[config.mk]
export PLATFORM = sky130hd
export DESIGN_NAME = engine_frame_sequencer
export DESIGN_NICKNAME = d
export VERILOG_FILES = /design/src/rtl/engine_frame_sequencer_pkg.sv /design/src/rtl/engine_frame_sequencer_sat_counter.sv /design/src/rtl/engine_frame_sequencer.sv
export SDC_FILE = /design/constraint.sdc
export NUM_CORES = 1
export LEC_CHECK = 0
export CAP_MARGIN = 15
export CORE_MARGIN = 1.5
export CORE_UTILIZATION = 48
export DETAILED_ROUTE_END_ITERATION = 10
export PLACE_DENSITY = 0.78
export SKIP_LAST_GASP = 1
export SYNTH_ARGS = -nofsm -noshare
export SYNTH_HDL_FRONTEND = slang
export SYNTH_SLANG_ARGS = --single-unit
[constraint.sdc]
create_clock -name clk -period 2.3 [get_ports clk]
set_input_delay 0.46 -clock clk [delete_from_list [all_inputs] [get_ports clk]]
set_output_delay 0.46 -clock clk [all_outputs]
set_load 0.02 [all_outputs]
[src/rtl/engine_frame_sequencer_pkg.sv]
// Shared definitions for the engine frame sequencer: state encodings and
// default parameter values used by the top and its counters.
package engine_frame_sequencer_pkg;

  localparam int DEF_DATA_WIDTH     = 16;
  localparam int DEF_N_LANES        = 2;
  localparam int DEF_N_PIPELINES    = 2;
  localparam int DEF_TIMEOUT_CYCLES = 4096;
  localparam int DEF_CTR_WIDTH      = 32;

  typedef enum logic [2:0] {
    ST_IDLE    = 3'd0,
    ST_GAIN    = 3'd1,
    ST_TICK    = 3'd2,
    ST_SETTLE  = 3'd3,
    ST_PROCESS = 3'd4,
    ST_MIX     = 3'd5
  } seq_state_t;

endpackage

[src/rtl/engine_frame_sequencer_sat_counter.sv]
// Statistics counter with optional saturation at all-ones; otherwise wraps.
module sat_counter #(
  parameter int width = 32
) (
  input  logic             clk,
  input  logic             reset,
  input  logic             inc,
  input  logic             sat_en,
  output logic [width-1:0] count
);

  always_ff @(posedge clk) begin
    if (!reset) begin
      count <= '0;
    end else if (inc && !(sat_en && (&count))) begin
      count <= count + 1'b1;
    end
  end

endmodule

[src/rtl/engine_frame_sequencer.sv]
// Per-frame sequencer: gain handshake, pipeline tick, completion wait with
// timeout, mixer handshake and registered output frame plus statistics.
module engine_frame_sequencer
  import engine_frame_sequencer_pkg::*;
#(
  parameter int data_width     = DEF_DATA_WIDTH,
  parameter int n_lanes        = DEF_N_LANES,
  parameter int n_pipelines    = DEF_N_PIPELINES,
  parameter int timeout_cycles = DEF_TIMEOUT_CYCLES,
  parameter int ctr_width      = DEF_CTR_WIDTH
) (
  input  logic                          clk,
  input  logic                          reset,
  input  logic [n_lanes*data_width-1:0] in_frame,
  input  logic                          sample_ready,
  input  logic                          gain_bypass,
  output logic [n_lanes*data_width-1:0] gain_frame,
  output logic                          gain_valid,
  input  logic                          gain_ready,
  output logic                          pipeline_tick,
  input  logic [n_pipelines-1:0]        pipelines_ready,
  input  logic [n_pipelines-1:0]        pipelines_enabled,
  output logic                          mix_valid,
  input  logic                          mix_ready,
  input  logic [n_lanes*data_width-1:0] mixed_frame,
  output logic [n_lanes*data_width-1:0] out_frame,
  output logic                          out_valid,
  output logic                          ready,
  output logic [ctr_width-1:0]          frame_count,
  output logic [ctr_width-1:0]          overrun_count,
  output logic [ctr_width-1:0]          timeout_count,
  output logic [2:0]                    state_dbg
);

  localparam int dwell_w = $clog2(timeout_cycles);
  localparam logic [dwell_w-1:0] dwell_last = dwell_w'(timeout_cycles - 1);

  seq_state_t         state;
  logic [dwell_w-1:0] dwell;
  logic               pipes_done;
  logic               timeout_hit;
  logic               frame_inc;
  logic               overrun_inc;

  // Disabled pipelines count as finished so they never hold up completion.
  assign pipes_done  = &(pipelines_ready | ~pipelines_enabled);
  assign timeout_hit = (state == ST_PROCESS) && !pipes_done && (dwell == dwell_last);
  assign frame_inc   = (state == ST_TICK);
  assign overrun_inc = sample_ready && (state != ST_IDLE);
  assign state_dbg   = state;

  always_ff @(posedge clk) begin
    if (!reset) begin
      state         <= ST_IDLE;
      dwell         <= '0;
      gain_frame    <= '0;
      out_frame     <= '0;
      gain_valid    <= 1'b0;
      pipeline_tick <= 1'b0;
      mix_valid     <= 1'b0;
      out_valid     <= 1'b0;
      ready         <= 1'b1;
    end else begin
      gain_valid    <= 1'b0;
      pipeline_tick <= 1'b0;
      mix_valid     <= 1'b0;
      out_valid     <= 1'b0;
      case (state)
        ST_IDLE: begin
          if (sample_ready) begin
            gain_frame <= in_frame;
            ready      <= 1'b0;
            if (gain_bypass) begin
              state         <= ST_TICK;
              pipeline_tick <= 1'b1;
            end else begin
              state      <= ST_GAIN;
              gain_valid <= 1'b1;
            end
          end
        end
        ST_GAIN: begin
          if (gain_ready) begin
            state         <= ST_TICK;
            pipeline_tick <= 1'b1;
          end
        end
        ST_TICK: begin
          state <= ST_SETTLE;
        end
        // Pipelines may still show stale ready from the previous frame here.
        ST_SETTLE: begin
          state <= ST_PROCESS;
          dwell <= '0;
        end
        ST_PROCESS: begin
          if (pipes_done) begin
            state     <= ST_MIX;
            mix_valid <= 1'b1;
          end else if (timeout_hit) begin
            state     <= ST_IDLE;
            out_frame <= '0;
            out_valid <= 1'b1;
            ready     <= 1'b1;
          end else begin
            dwell <= dwell + 1'b1;
          end
        end
        ST_MIX: begin
          if (mix_ready) begin
            state     <= ST_IDLE;
            out_frame <= mixed_frame;
            out_valid <= 1'b1;
            ready     <= 1'b1;
          end
        end
        default: begin
          state <= ST_IDLE;
          ready <= 1'b1;
        end
      endcase
    end
  end

  sat_counter #(.width(ctr_width)) u_frame_ctr (
    .clk    (clk),
    .reset  (reset),
    .inc    (frame_inc),
    .sat_en (1'b0),
    .count  (frame_count)
  );

  sat_counter #(.width(ctr_width)) u_overrun_ctr (
    .clk    (clk),
    .reset  (reset),
    .inc    (overrun_inc),
    .sat_en (1'b1),
    .count  (overrun_count)
  );

  sat_counter #(.width(ctr_width)) u_timeout_ctr (
    .clk    (clk),
    .reset  (reset),
    .inc    (timeout_hit),
    .sat_en (1'b1),
    .count  (timeout_count)
  );

endmodule

==> results of run 1 <==
cells in the mapped netlist (8+ instances only):
master / n
o21ai_0: 33
xnor2_1: 27
nand4_1: 21
and4_1: 17
inv_1: 15
or4_1: 23
nand3_1: 36
mux2i_1: 46
a21oi_1: 82
o31ai_1: 21
nor4_1: 19
or3_1: 27
and3_1: 8
xor2_1: 9
clkbuf_1: 40
nor3_1: 19
nand2_1: 191
dfxtp_1: 180
nor2_1: 55
nand2b_1: 17
metal layers:
layer / vias to the layer above / track usage, % / wire length, microns
met1: 3768 / 31.5 / 9920
met3: 39 / 7.50 / 1310
li1: 3962 / - / -
met4: 0 / 8.03 / 449
met5: - / 0 / 0
met2: 189 / 40.6 / 10800
timing repair:
item | CTS | global route
endpoints found under the setup margin | 1 | 4
buffers inserted | 0 | 0
gates resized for setup | 1 | 2
registers in the layout, indices dropped and copies added, names as in the netlist:
register	count
state_dbg	3
gain_frame	32
u_overrun_ctr.count	32
ready	1
u_timeout_ctr.count	32
out_frame	32
gain_valid	1
u_frame_ctr.count	32
dwell	12
out_valid	1
mix_valid	1
pipeline_tick	1
power breakdown:
part	total [W]	internal, W	leakage (nW)	switching [W]
Clock	0.00295	0.00165	0.286	0.00130
Combinational	0.000764	0.000364	2.31	0.000400
Sequential	0.00324	0.00319	1.46	0.0000473
path summary, 6_finish.rpt:
kind                                   to  slack (ns)  depth (start not counted)
setup / recovery  u_overrun_ctr.count[14]        0.19                          6
hold / removal              gain_frame[6]        0.45                          2
setup reg to reg  u_overrun_ctr.count[14]        0.19                          6
hold reg to reg             gain_frame[6]        0.45                          2
cell type report:
| type | instances | area [sq um] | area share (%) |
|---|---|---|---|
| Timing Repair Buffer | 285 | 2800 | 24.1 |
| Sequential cell | 180 | 3600 | 31.0 |
| Multi-Input combinational cell | 723 | 4300 | 37.0 |
| Clock buffer | 19 | 443 | 3.81 |
| Inverter | 16 | 61.3 | 0.527 |
| Tap cell | 220 | 275 | 2.37 |
| Clock inverter | 13 | 149 | 1.28 |
per-stage QoR:
step / util [%] / cell area [sq um]
after floorplan: - / 8170
after global placement: 66.5 / 11000
after CTS: 70.1 / 11600
after global routing: 70.2 / 11600
final: 70.2 / 11600
after detailed placement: 66.5 / 11000
worst max-delay path, cell delays in order, from the launching register on:
cell	delay (ns)
dfxtp_1	0.43
nand4_1	0.26
nor4_2	0.43
o211ai_1	0.25
buf_4	0.23
or3_1	0.31
a21oi_1	0.14
logic make-up after synthesis:
logic type	Yosys count	share of synthesized area, %
xor gates and xnor gates	36	3.86
AOI/OAI and AO/OA	165	12.0
and+or+nand+nor	472	30.2
DFF	180	44.1
buffers and inverters	67	3.55
muxes	46	5.64
adders and majority gates	4	0.613
==> results.yml, run 1 <==
route:
  drcViolationCount: 0
  dr.pass1.iters: 5
  drt_iter0_drc: 444
  wl_per_cell_microns: 15.4
  via_per_inst: 5.47
  wl_microns: 22400
  via_count: 7958
  ant_nets: 0
sta:
  finalClockSkew_ns: 0.0111
  hold_slack_ns: 0.454
  hold_viol: 0
  setup_tns_ns: 0
  rsz0062_at_grt: "no"
  setup_viol: 0
  worstMarginPinSlew_ns: 0.626
  setup_ws_ns: 0.187
  relSlewSlack_pct: 58.3
  post-route-min-period_ns: 2.11
  timing.final.crit_share_pct: 91.9
  max_freq_mhz: 473
  drv_slew: 0
cells_and_area:
  final_common_cell: "clkdlybuf4s50_1"
  nFillCells: 1353
  fin_cells: 1456
  final_cell_mix: "clkdlybuf4s50_1, nand2_1, dfxtp_1"
  area_growth_pct: 42.4
  drive_above_1_share_pct: 7.93
  diodes: 0
  num-nets-final: 1301
logic_synthesis:
  synth_edf_count: 0
  synth_cells: 970
  avgSynthCellArea_sq_um: 8.42
  netlist_top_cells_area: "dfxtp_1, nand2_1, mux2i_1"
  synth_ff_type: "dfxtp_1"
  yosys.area.top_type: "dfxtp_1"
  synth_top_area_share_pct: 44.1
  yosys_warnings: 0
  post_synth_num_cell_types: 64
  seq_area_frac_synth_pct: 44.1
  synthesis.area_sq_mm: 0.00817
  syn-num-nets: 1048
  synthArstFlopShare_pct: 0
  ys_seq_elements: 180
clock_tree:
  cts_buffers: 17
  ctsHtreeMaxLevel: 4
  cts.sinks: 180
  cts_tree: "yes"
  clkTransAtPathRegs_ns: 0.07
  clock_latency_ns: 0.43
  clockRootBuffer: "clkbuf_16"
  cts_buffer_depth: 2
  ctsHoldBuffers: 0
power_and_ir_drop:
  vdd_drop_max_uv: 539
  power_density_mw_per_mm2: 598
  p_leak_nw: 4.05
  p_total_w: 0.00695
setup_path:
  critPathCaptureType: "register"
  cp_max_fo: 7
  required_ns: 2.66
  crit_start: "u_overrun_ctr.count[8]"
  start_kind: "register"
  worst-setup-path-type: "reg2reg"
  arrival_ns: 2.47
  reg2reg_from: "u_overrun_ctr.count[8]"
die:
  start_util_pct: 49.3
  die_h_microns: 133
  die_w_microns: 133
  ios: 242
  rows: 47
  die-area_sq_mm: 0.0178
  coreArea_sq_mm: 0.0166
global_route:
  grt_max_degree: 72
  grt_pass1_vias: 7228
  grt_overflow_total: 0
  grt_pass1_wl_microns: 36100
  gr-usage-all-layers_pct: 24.9
  grt_antenna_before_repair: 0
placed_design:
  hpwl_microns: 15500
  placed_cells: 1424
  portBuffers: 241
  dp_worst_setup_slack_ns: -0.138
  globalplace.congestion: 0.843
flow_run:
  max_cap_violations: 0
hold_path:
  min-delay-start: "gain_frame[6]"
  hold_path_class: "reg2reg"
status:
  status: "finished, final reports clean"
No activity file was read; power rests on OpenSTA's default activity.
==> run 2: changes to the inputs <==
--- a/config.mk
+++ b/config.mk
@@ -5,12 +5,15 @@
 export SDC_FILE = /design/constraint.sdc
 export NUM_CORES = 1
 export LEC_CHECK = 0
+export ABC_CLOCK_PERIOD_IN_PS = 2300
 export CAP_MARGIN = 15
 export CORE_MARGIN = 1.5
 export CORE_UTILIZATION = 48
+export CTS_CLUSTER_DIAMETER = 60
 export DETAILED_ROUTE_END_ITERATION = 10
 export PLACE_DENSITY = 0.78
 export SKIP_LAST_GASP = 1
 export SYNTH_ARGS = -nofsm -noshare
 export SYNTH_HDL_FRONTEND = slang
+export SYNTH_HIERARCHICAL = 1
 export SYNTH_SLANG_ARGS = --single-unit
==> run 2 against run 1 <==
Against the previous run: area after synthesis rose by 1.2%; wire length rose by 6.7%; worst hold slack worse by 0.024 ns; via count grew 8.6%; die area grew 1.1%; worst setup slack got worse by 0.11 ns; largest power group unchanged; cell count rose by 5.8%.
==> results.yml, run 2 <==
power_and_ir_drop:
  sequentialPowerShare_pct: 41.6
  clkPwrFrac_pct: 34.9
  p_sw_share_pct: 30.8
  vdd_drop_max_uv: 533
  p_leak_nw: 4.05
  internal-power_w: 0.00576
  combPwrFrac_pct: 23.5
  p_sw_w: 0.00256
  power_density_mw_per_mm2: 687
die:
  die-area_sq_mm: 0.0180
  ios: 242
  coreArea_sq_mm: 0.0167
  die_h_microns: 134
  rows: 47
  die_w_microns: 134
  start_util_pct: 49.5
logic_synthesis:
  synth_cells: 1011
  post_synth_num_cell_types: 61
  synth_top_area_share_pct: 43.6
  synthArstFlopShare_pct: 0
  seq_area_frac_synth_pct: 43.6
  netlist_top_cells_area: "dfxtp_1, nand2_1, a21oi_1"
  yosysMostFrequentCell: "dfxtp_1"
  yosys_warnings: 6
  synthesis.area_sq_mm: 0.00827
  synth_edf_count: 0
  ys_seq_elements: 180
  synth_ff_type: "dfxtp_1"
  avgSynthCellArea_sq_um: 8.18
  yosys.area.top_type: "dfxtp_1"
  synth_commonest_cells: "dfxtp_1, nand2_1, a21oi_1"
route:
  dr.pass1.iters: 5
  via_count: 8641
  ant_nets: 0
  via_per_inst: 5.61
  drcViolationCount: 0
  drt_iter0_drc: 571
  wl_per_cell_microns: 15.5
  wl_microns: 23900
setup_path:
  reg2regPathDepth: 9
  start_kind: "input pin"
  rrSetupSlack_ns: 0.10
  crit_start: "sample_ready"
  required_ns: 2.65
  reg2reg_from: "dwell[1]"
  cp_max_fo: 6
  worst-setup-path-type: "in2reg"
  critPathCapture: "u_overrun_ctr/count[26]"
  arrival_ns: 2.58
  reg2reg_to: "u_timeout_ctr/count[29]"
  critPathCaptureType: "register"
global_route:
  grt_overflow_total: 0
  met2_usage_pct: 44.4
  grt_antenna_before_repair: 0
  grt_util_met3_pct: 7.29
  busiest_layer: "met2"
  grt_pass1_vias: 8012
  grt_max_degree: 71
  gr-usage-all-layers_pct: 26.4
  grt_pass1_wl_microns: 39100
  grtUsageMet1_pct: 32.9
clock_tree:
  ctsHoldBuffers: 0
  ctsHtreeMaxLevel: 4
  cts_buffers: 17
  cts_buffer_depth: 2
  cts.sinks: 180
  cts_tree: "yes"
  clock_latency_ns: 0.42
  clockRootBuffer: "clkbuf_16"
  clkTransAtPathRegs_ns: 0.07
cells_and_area:
  fin_cells: 1541
  multi_input_area_sq_mm: 0.00441
  final_cell_mix: "clkdlybuf4s50_1, dfxtp_1, nand2_1"
  area_growth_pct: 46.5
  regArea_sq_mm: 0.00362
  diodes: 0
  num-nets-final: 1386
  drive_above_1_share_pct: 12.7
  final_common_cell: "clkdlybuf4s50_1"
  nFillCells: 1328
sta:
  rsz0062_at_grt: "yes"
  hold_viol: 0
  drv_slew: 0
  relSlewSlack_pct: 19.7
  post-route-min-period_ns: 2.22
  setup_viol: 0
  timing.final.crit_share_pct: 96.6
  finalClockSkew_ns: 0.0101
  max_freq_mhz: 450
  worstMarginPinSlew_ns: 1.21
  hold_slack_ns: 0.430
placed_design:
  globalplace.congestion: 0.827
  portBuffers: 241
  hpwl_microns: 17200
  placed_cells: 1506
status:
  status: "finished, final reports clean"
flow_run:
  max_cap_violations: 0
hold_path:
  hold_path_class: "in2reg"
==> run 2: what timing repair did <==
action | in CTS | in global routing
pin swaps | 1 | 2
gates resized for setup | 0 | 11
setup endpoints to repair | 2 | 24
setup buffers | 1 | 2
==> run 2: final cells by class <==
class	instances	share of cell area (%)
timing repair buffer	334	26.0
clock inverter	14	1.19
tap	220	2.27
clock buffer	18	3.63
sequential	180	29.9
multi-input combinational	759	36.4
inverter	16	0.496
==> run 2: kinds of logic (layout without fill, tap and decap cells) <==
family / Yosys count / after routing / share of synthesized area (%)
AND/OR/NAND/NOR: 482 / 482 / 31.1
AO/OA/AOI/OAI: 236 / 236 / 17.0
flip-flops: 180 / 180 / 43.6
buffers and inverters: 73 / 382 / 3.75
XOR/XNOR: 19 / 19 / 2.01
multiplexers: 15 / 15 / 1.82
adder cells (fa/ha/maj): 4 / 4 / 0.606
other: 2 / 3 / 0.0909
==> run 2: worst min path at each step <==
stage | startpoint | end | slack (ns) | cells past startpoint
after floorplan | dwell[1] | dwell[1] | 0.45 | 2
after global placement | out_frame[21] | out_frame[21] | 0.44 | 2
after detailed placement | out_frame[17] | out_frame[17] | 0.44 | 2
after CTS | reset | u_timeout_ctr/count[9] | 0.40 | 2
after global routing | reset | u_timeout_ctr/count[9] | 0.43 | 2
final | reset | u_timeout_ctr/count[9] | 0.43 | 2
==> run 2: layer usage <==
metal,routed length (microns),share of wire (%)
met3,1800,7.5
met2,11700,49
met5,0,0
met1,10200,42
met4,298,1.2
==> run 2: critical path, cell delays in order <==
cell             delay (ns)
clkdlybuf4s50_1        0.48
nor2b_2                0.16
inv_1                  0.07
or4_4                  0.46
or4_4                  0.47
or3_1                  0.33
a21oi_1                0.14
==> run 2: power groups by stage <==
stage	Sequential [W]	Clock (W)	Combinational [W]
5_1_grt	0.00348	0.00307	0.00211
3_5_place_dp	0.00353	0	0.00193
6_report	0.00346	0.00290	0.00196
3_3_place_gp	0.00353	0	0.00192
4_1_cts	0.00346	0.00296	0.00194
2_1_floorplan	0.00373	0	0.000821
==> run 2: per-stage QoR <==
| stage | TNS [ns] | instance area, sq um | utilization (%) | worst slack [ns] | power, W |
|---|---|---|---|---|---|
| after global routing | -0.0451 | 12100 | 72.5 | -0.0451 | 0.00867 |
| after floorplan | -0.0297 | 8350 | - | -0.0151 | 0.00455 |
| after CTS | -0.0139 | 12100 | 72.2 | -0.0139 | 0.00836 |
| final | 0 | 12100 | 72.5 | 0.0774 | 0.00831 |
| after detailed placement | -8.11 | 11500 | 68.7 | -0.438 | 0.00546 |
| after global placement | -5.82 | 11500 | 68.7 | -0.355 | 0.00545 |
==> edit 1 (settings of run 1) <==
`DEF_CTR_WIDTH`: 32 -> 36.
--- a/src/rtl/engine_frame_sequencer_pkg.sv
+++ b/src/rtl/engine_frame_sequencer_pkg.sv
@@ -7,5 +7,5 @@
   localparam int DEF_N_PIPELINES    = 2;
   localparam int DEF_TIMEOUT_CYCLES = 4096;
-  localparam int DEF_CTR_WIDTH      = 32;
+  localparam int DEF_CTR_WIDTH      = 36;
 
   typedef enum logic [2:0] {
Ports: changed (resized frame_count, overrun_count and timeout_count); port bits go from 242 to 254. No check against the original RTL was run, so the function may have changed too.
==> edit 1 against run 1 <==
Wire length up 15%; maximum frequency fell by 3.3%; worst setup slack worse by 0.073 ns; critical endpoint is now u_timeout_ctr.count[28]; clock skew barely moved; largest power group unchanged; sequential cell count is 12 higher; final cell count increased by 9.4%; power rose by 7.0%; critical path type unchanged; design area increased by 7.4%; via count is 12% higher; area after synthesis is 6.2% higher.
==> edit 1: results (changes against run 1) <==
| Metric | Value |
|---|---|
| Outcome | `finished clean (unchanged)` |
| Worst Skew | `0.0113 ns (was 0.0111 ns)` |
| Sequential area share after synthesis | `44.3% (was 44.1%)` |
| Routed wl met3 | `1760 um (was 1310 um)` |
| Worst VDD drop | `0.518 mV (was 0.539 mV)` |
| Final #Nets | `1,432 (was 1,301)` |
| Worst EP arrival | `2.49 ns (was 2.47 ns)` |
| Worst-Margin Slew | `0.633 ns (was 0.626 ns)` |
| Avg WL per Cell | `16.2 um (was 15.4 um)` |
| Largest net degree at the start of global routing | `61 (was 72)` |
| Share of cells above drive strength 1 | `9.95% (was 7.93%)` |
| Routed wl met2 | `12,500 um (was 10,800 um)` |
| P_seq | `3.49 mW (was 3.24 mW)` |
| Port bufs | `253 (was 241)` |
| Resized Gates After CTS | `0 (was 1)` |
| # fillers | `1,347 (was 1,353)` |
| DP Worst Slack | `-0.167 ns (was -0.138 ns)` |
| Synth cell count leaders | `dfxtp_1, nand2_1, a21oi_1 (was nand2_1, dfxtp_1, a21oi_1)` |
| M1 WL | `11,100 um (was 9920 um)` |
| Routability cong. | `0.867 (was 0.843)` |
| All-Layer GR Usage | `27.2% (was 24.9%)` |
| Via count | `8,891 (was 7,958)` |
| Clock share of power | `39.4% (was 42.5%)` |
| DP Cell Count | `1,557 (was 1,424)` |
| Synthesized netlist net count | `1,145 (was 1,048)` |
| Final HPWL DP | `18,400 um (was 15,500 um)` |
| Slowest stage delay, CP | `0.46 ns (was 0.43 ns)` |
| Synth cell types | `60 (was 64)` |
| Largest cells by area after synthesis | `dfxtp_1, nand2_1, a21oi_1, nand3_1, nand4_1 (was dfxtp_1, nand2_1, mux2i_1, a21oi_1, xnor2_1)` |
| Leakage power | `4.19 nW (was 4.05 nW)` |
| Starting DRT DRC Count | `482 (was 444)` |
-- edit 1: changes by cell type after synthesis, sizes merged, moves of 16 or more --
cell          run 1  this run
nand4            23        45
a21oi            82       129
nand2           192       171
xnor2            27        11
mux2i            46        19
nand3            37        76
-- edit 1: per-stage QoR --
stage,hold slack (ns),setup TNS (ns),cell area (um^2)
3_5_place_dp,0.447,-3.49,11900
2_1_floorplan,0.444,0,8670
6_report,0.433,0,12500
3_3_place_gp,0.441,-1.48,11900
5_1_grt,0.438,-0.0170,12500
4_1_cts,0.420,0,12500
-- edit 1: final timing paths --
kind | start | endpoint | slack (ns) | cells after the start
max | u_timeout_ctr.count[4] | u_timeout_ctr.count[28] | 0.11 | 6
min | reset | u_timeout_ctr.count[24] | 0.43 | 3
max reg2reg | u_timeout_ctr.count[4] | u_timeout_ctr.count[28] | 0.11 | 6
min reg2reg | gain_frame[17] | gain_frame[17] | 0.45 | 2
-- edit 1: cell families (layout without fill, tap and decap cells) --
family | count (synthesis) | in the layout | synth area share [%]
and+or+nand+nor | 515 | 515 | 31.0
AOI/OAI and AO/OA | 220 | 220 | 14.7
DFF | 192 | 192 | 44.3
muxes | 19 | 19 | 2.19
xor gates and xnor gates | 34 | 34 | 3.43
adders and majority gates | 4 | 4 | 0.577
buffers and inverters | 83 | 383 | 3.82
other | 0 | 1 | 0
-- edit 1: cell type report --
type,count,share of cell area (%)
flip-flops and latches,192,30.8
clock buffers,19,3.54
multi-input cells,792,36.2
clock inverters,13,1.03
inverters,19,0.591
well taps,225,2.25
repair buffers,332,25.6
diodes,1,0.0200
-- edit 1: metal layers --
layer	track usage, %	vias to the layer above
met5	0	-
met4	8.48	0
met3	7.69	36
met2	45.6	264
met1	33.7	4174
li1	-	4417
==> edit 2 (settings of run 1) <==
Made on the original files. Put a register stage on the output `frame_count`, with the module's reset. The value now appears one clock later. The other outputs are not delayed to match.
--- a/src/rtl/engine_frame_sequencer.sv
+++ b/src/rtl/engine_frame_sequencer.sv
@@ -35,4 +35,6 @@
   localparam int dwell_w = $clog2(timeout_cycles);
   localparam logic [dwell_w-1:0] dwell_last = dwell_w'(timeout_cycles - 1);
+
+  logic [ctr_width-1:0] frame_count_d;
 
   seq_state_t         state;
@@ -128,5 +130,5 @@
     .inc    (frame_inc),
     .sat_en (1'b0),
-    .count  (frame_count)
+    .count  (frame_count_d)
   );
 
@@ -147,4 +149,12 @@
   );
 
+  always_ff @(posedge clk) begin
+    if (!reset) begin
+      frame_count <= '0;
+    end else begin
+      frame_count <= frame_count_d;
+    end
+  end
+
 endmodule
 
Behaviour: not the same (Yosys sat finds a counterexample within 4 cycles, from zero or initial values and one cycle with reset low).
==> edit 2 against run 1 <==
Largest cell class unchanged; area after synthesis increased by 8.5%; sequential cell count up 32; utilization rose by 1.3 points; clock power is 28% higher; worst setup slack got worse by 0.11 ns; critical endpoint is now state_dbg[1]; die area is 8.3% higher; wire length grew 13%; non-clock buffer count up 46; power rose by 20%; final cell count up 7.6%; via count up 9.8%; design area is 11% higher.
==> edit 2: results (changes against run 1) <==
| Metric | Value |
|---|---|
| Outcome | `finished clean (unchanged)` |
| Drt pass-1 iters | `4 (was 5)` |
| Synth Area in Compound Gates | `14.5% (was 12.0%)` |
| DP Cell Count | `1,522 (was 1,424)` |
| Avg WL per Cell | `16.2 um (was 15.4 um)` |
| # fillers | `1,378 (was 1,353)` |
| Worst Skew | `0.0168 ns (was 0.0111 ns)` |
| Hold Path Stages | `3 (was 2)` |
| R2R Setup Slk | `0.08 ns (was 0.19 ns)` |
| Clock latency at the later pin of the worst-skew pair | `0.52 ns (was 0.43 ns)` |
| Worst Setup EP | `state_dbg[1] (was u_overrun_ctr.count[14])` |
| Max FO, Critical Path | `8 (was 7)` |
| All-Layer GR Usage | `25.4% (was 24.9%)` |
| Multiplexer area fraction after synthesis | `2.13% (was 5.64%)` |
| Starting DRT DRC Count | `486 (was 444)` |
| Met1 Usage GRT | `32.6% (was 31.5%)` |
| Hold Crit Class | `in -> reg (was reg -> reg)` |
| Slowest stage delay, CP | `0.73 ns (was 0.43 ns)` |
| Leakage power | `4.50 nW (was 4.05 nW)` |
| Syn Inst Count | `1,025 (was 970)` |
| R2R depth | `9 (was 6)` |
| Sequential area share after synthesis | `47.9% (was 44.1%)` |
| Min-Delay Endpoint | `u_overrun_ctr.count[0] (was gain_frame[6])` |
| DP Worst Slack | `-0.266 ns (was -0.138 ns)` |
| M1 WL | `10,700 um (was 9920 um)` |
| GR Util met2 | `41.9% (was 40.6%)` |
| Critical-path top delay cell | `clkdlybuf4s50_1 (was dfxtp_1)` |
| Min-delay src | `reset (was gain_frame[6])` |
| Clk buf depth | `3 (was 2)` |
| Post-DP Area | `12,000 um^2 (was 11,000 um^2)` |
| Final #Nets | `1,401 (was 1,301)` |
| Worst VDD drop | `0.629 mV (was 0.539 mV)` |
| Net Sw Frac | `23.5% (was 25.2%)` |
| Worst hold slack | `0.431 ns (was 0.454 ns)` |
| Worst-Margin Slew | `0.635 ns (was 0.626 ns)` |
| Final HPWL DP | `17,700 um (was 15,500 um)` |
| Total number of H-tree levels | `1 (was 4)` |
## edit 2: cell count changes in the layout (fill, tap and decap cells not counted), moves of 24 or more
cell	before	now
and2_1	6	35
mux2i_1	46	11
nand3_1	36	75
buf_4	39	85
dfxtp_1	180	211
nand2_1	191	145
o21ai_0	33	57
## edit 2: repair_timing
action                     4_1_cts  5_1_grt
setup endpoints to repair        4       37
gates cloned                     0        0
buffers inserted                 0        4
resized for setup                3        5
pin swaps                        0        3
## edit 2: layout make-up
| type | count | area, um^2 | area share (%) |
|---|---|---|---|
| clock inverters | 7 | 103 | 0.796 |
| flip-flops and latches | 212 | 4250 | 33.0 |
| repair buffers | 331 | 3140 | 24.4 |
| multi-input cells | 740 | 4370 | 33.9 |
| well taps | 229 | 287 | 2.22 |
| clock buffers | 34 | 678 | 5.26 |
| inverters | 14 | 55.1 | 0.427 |
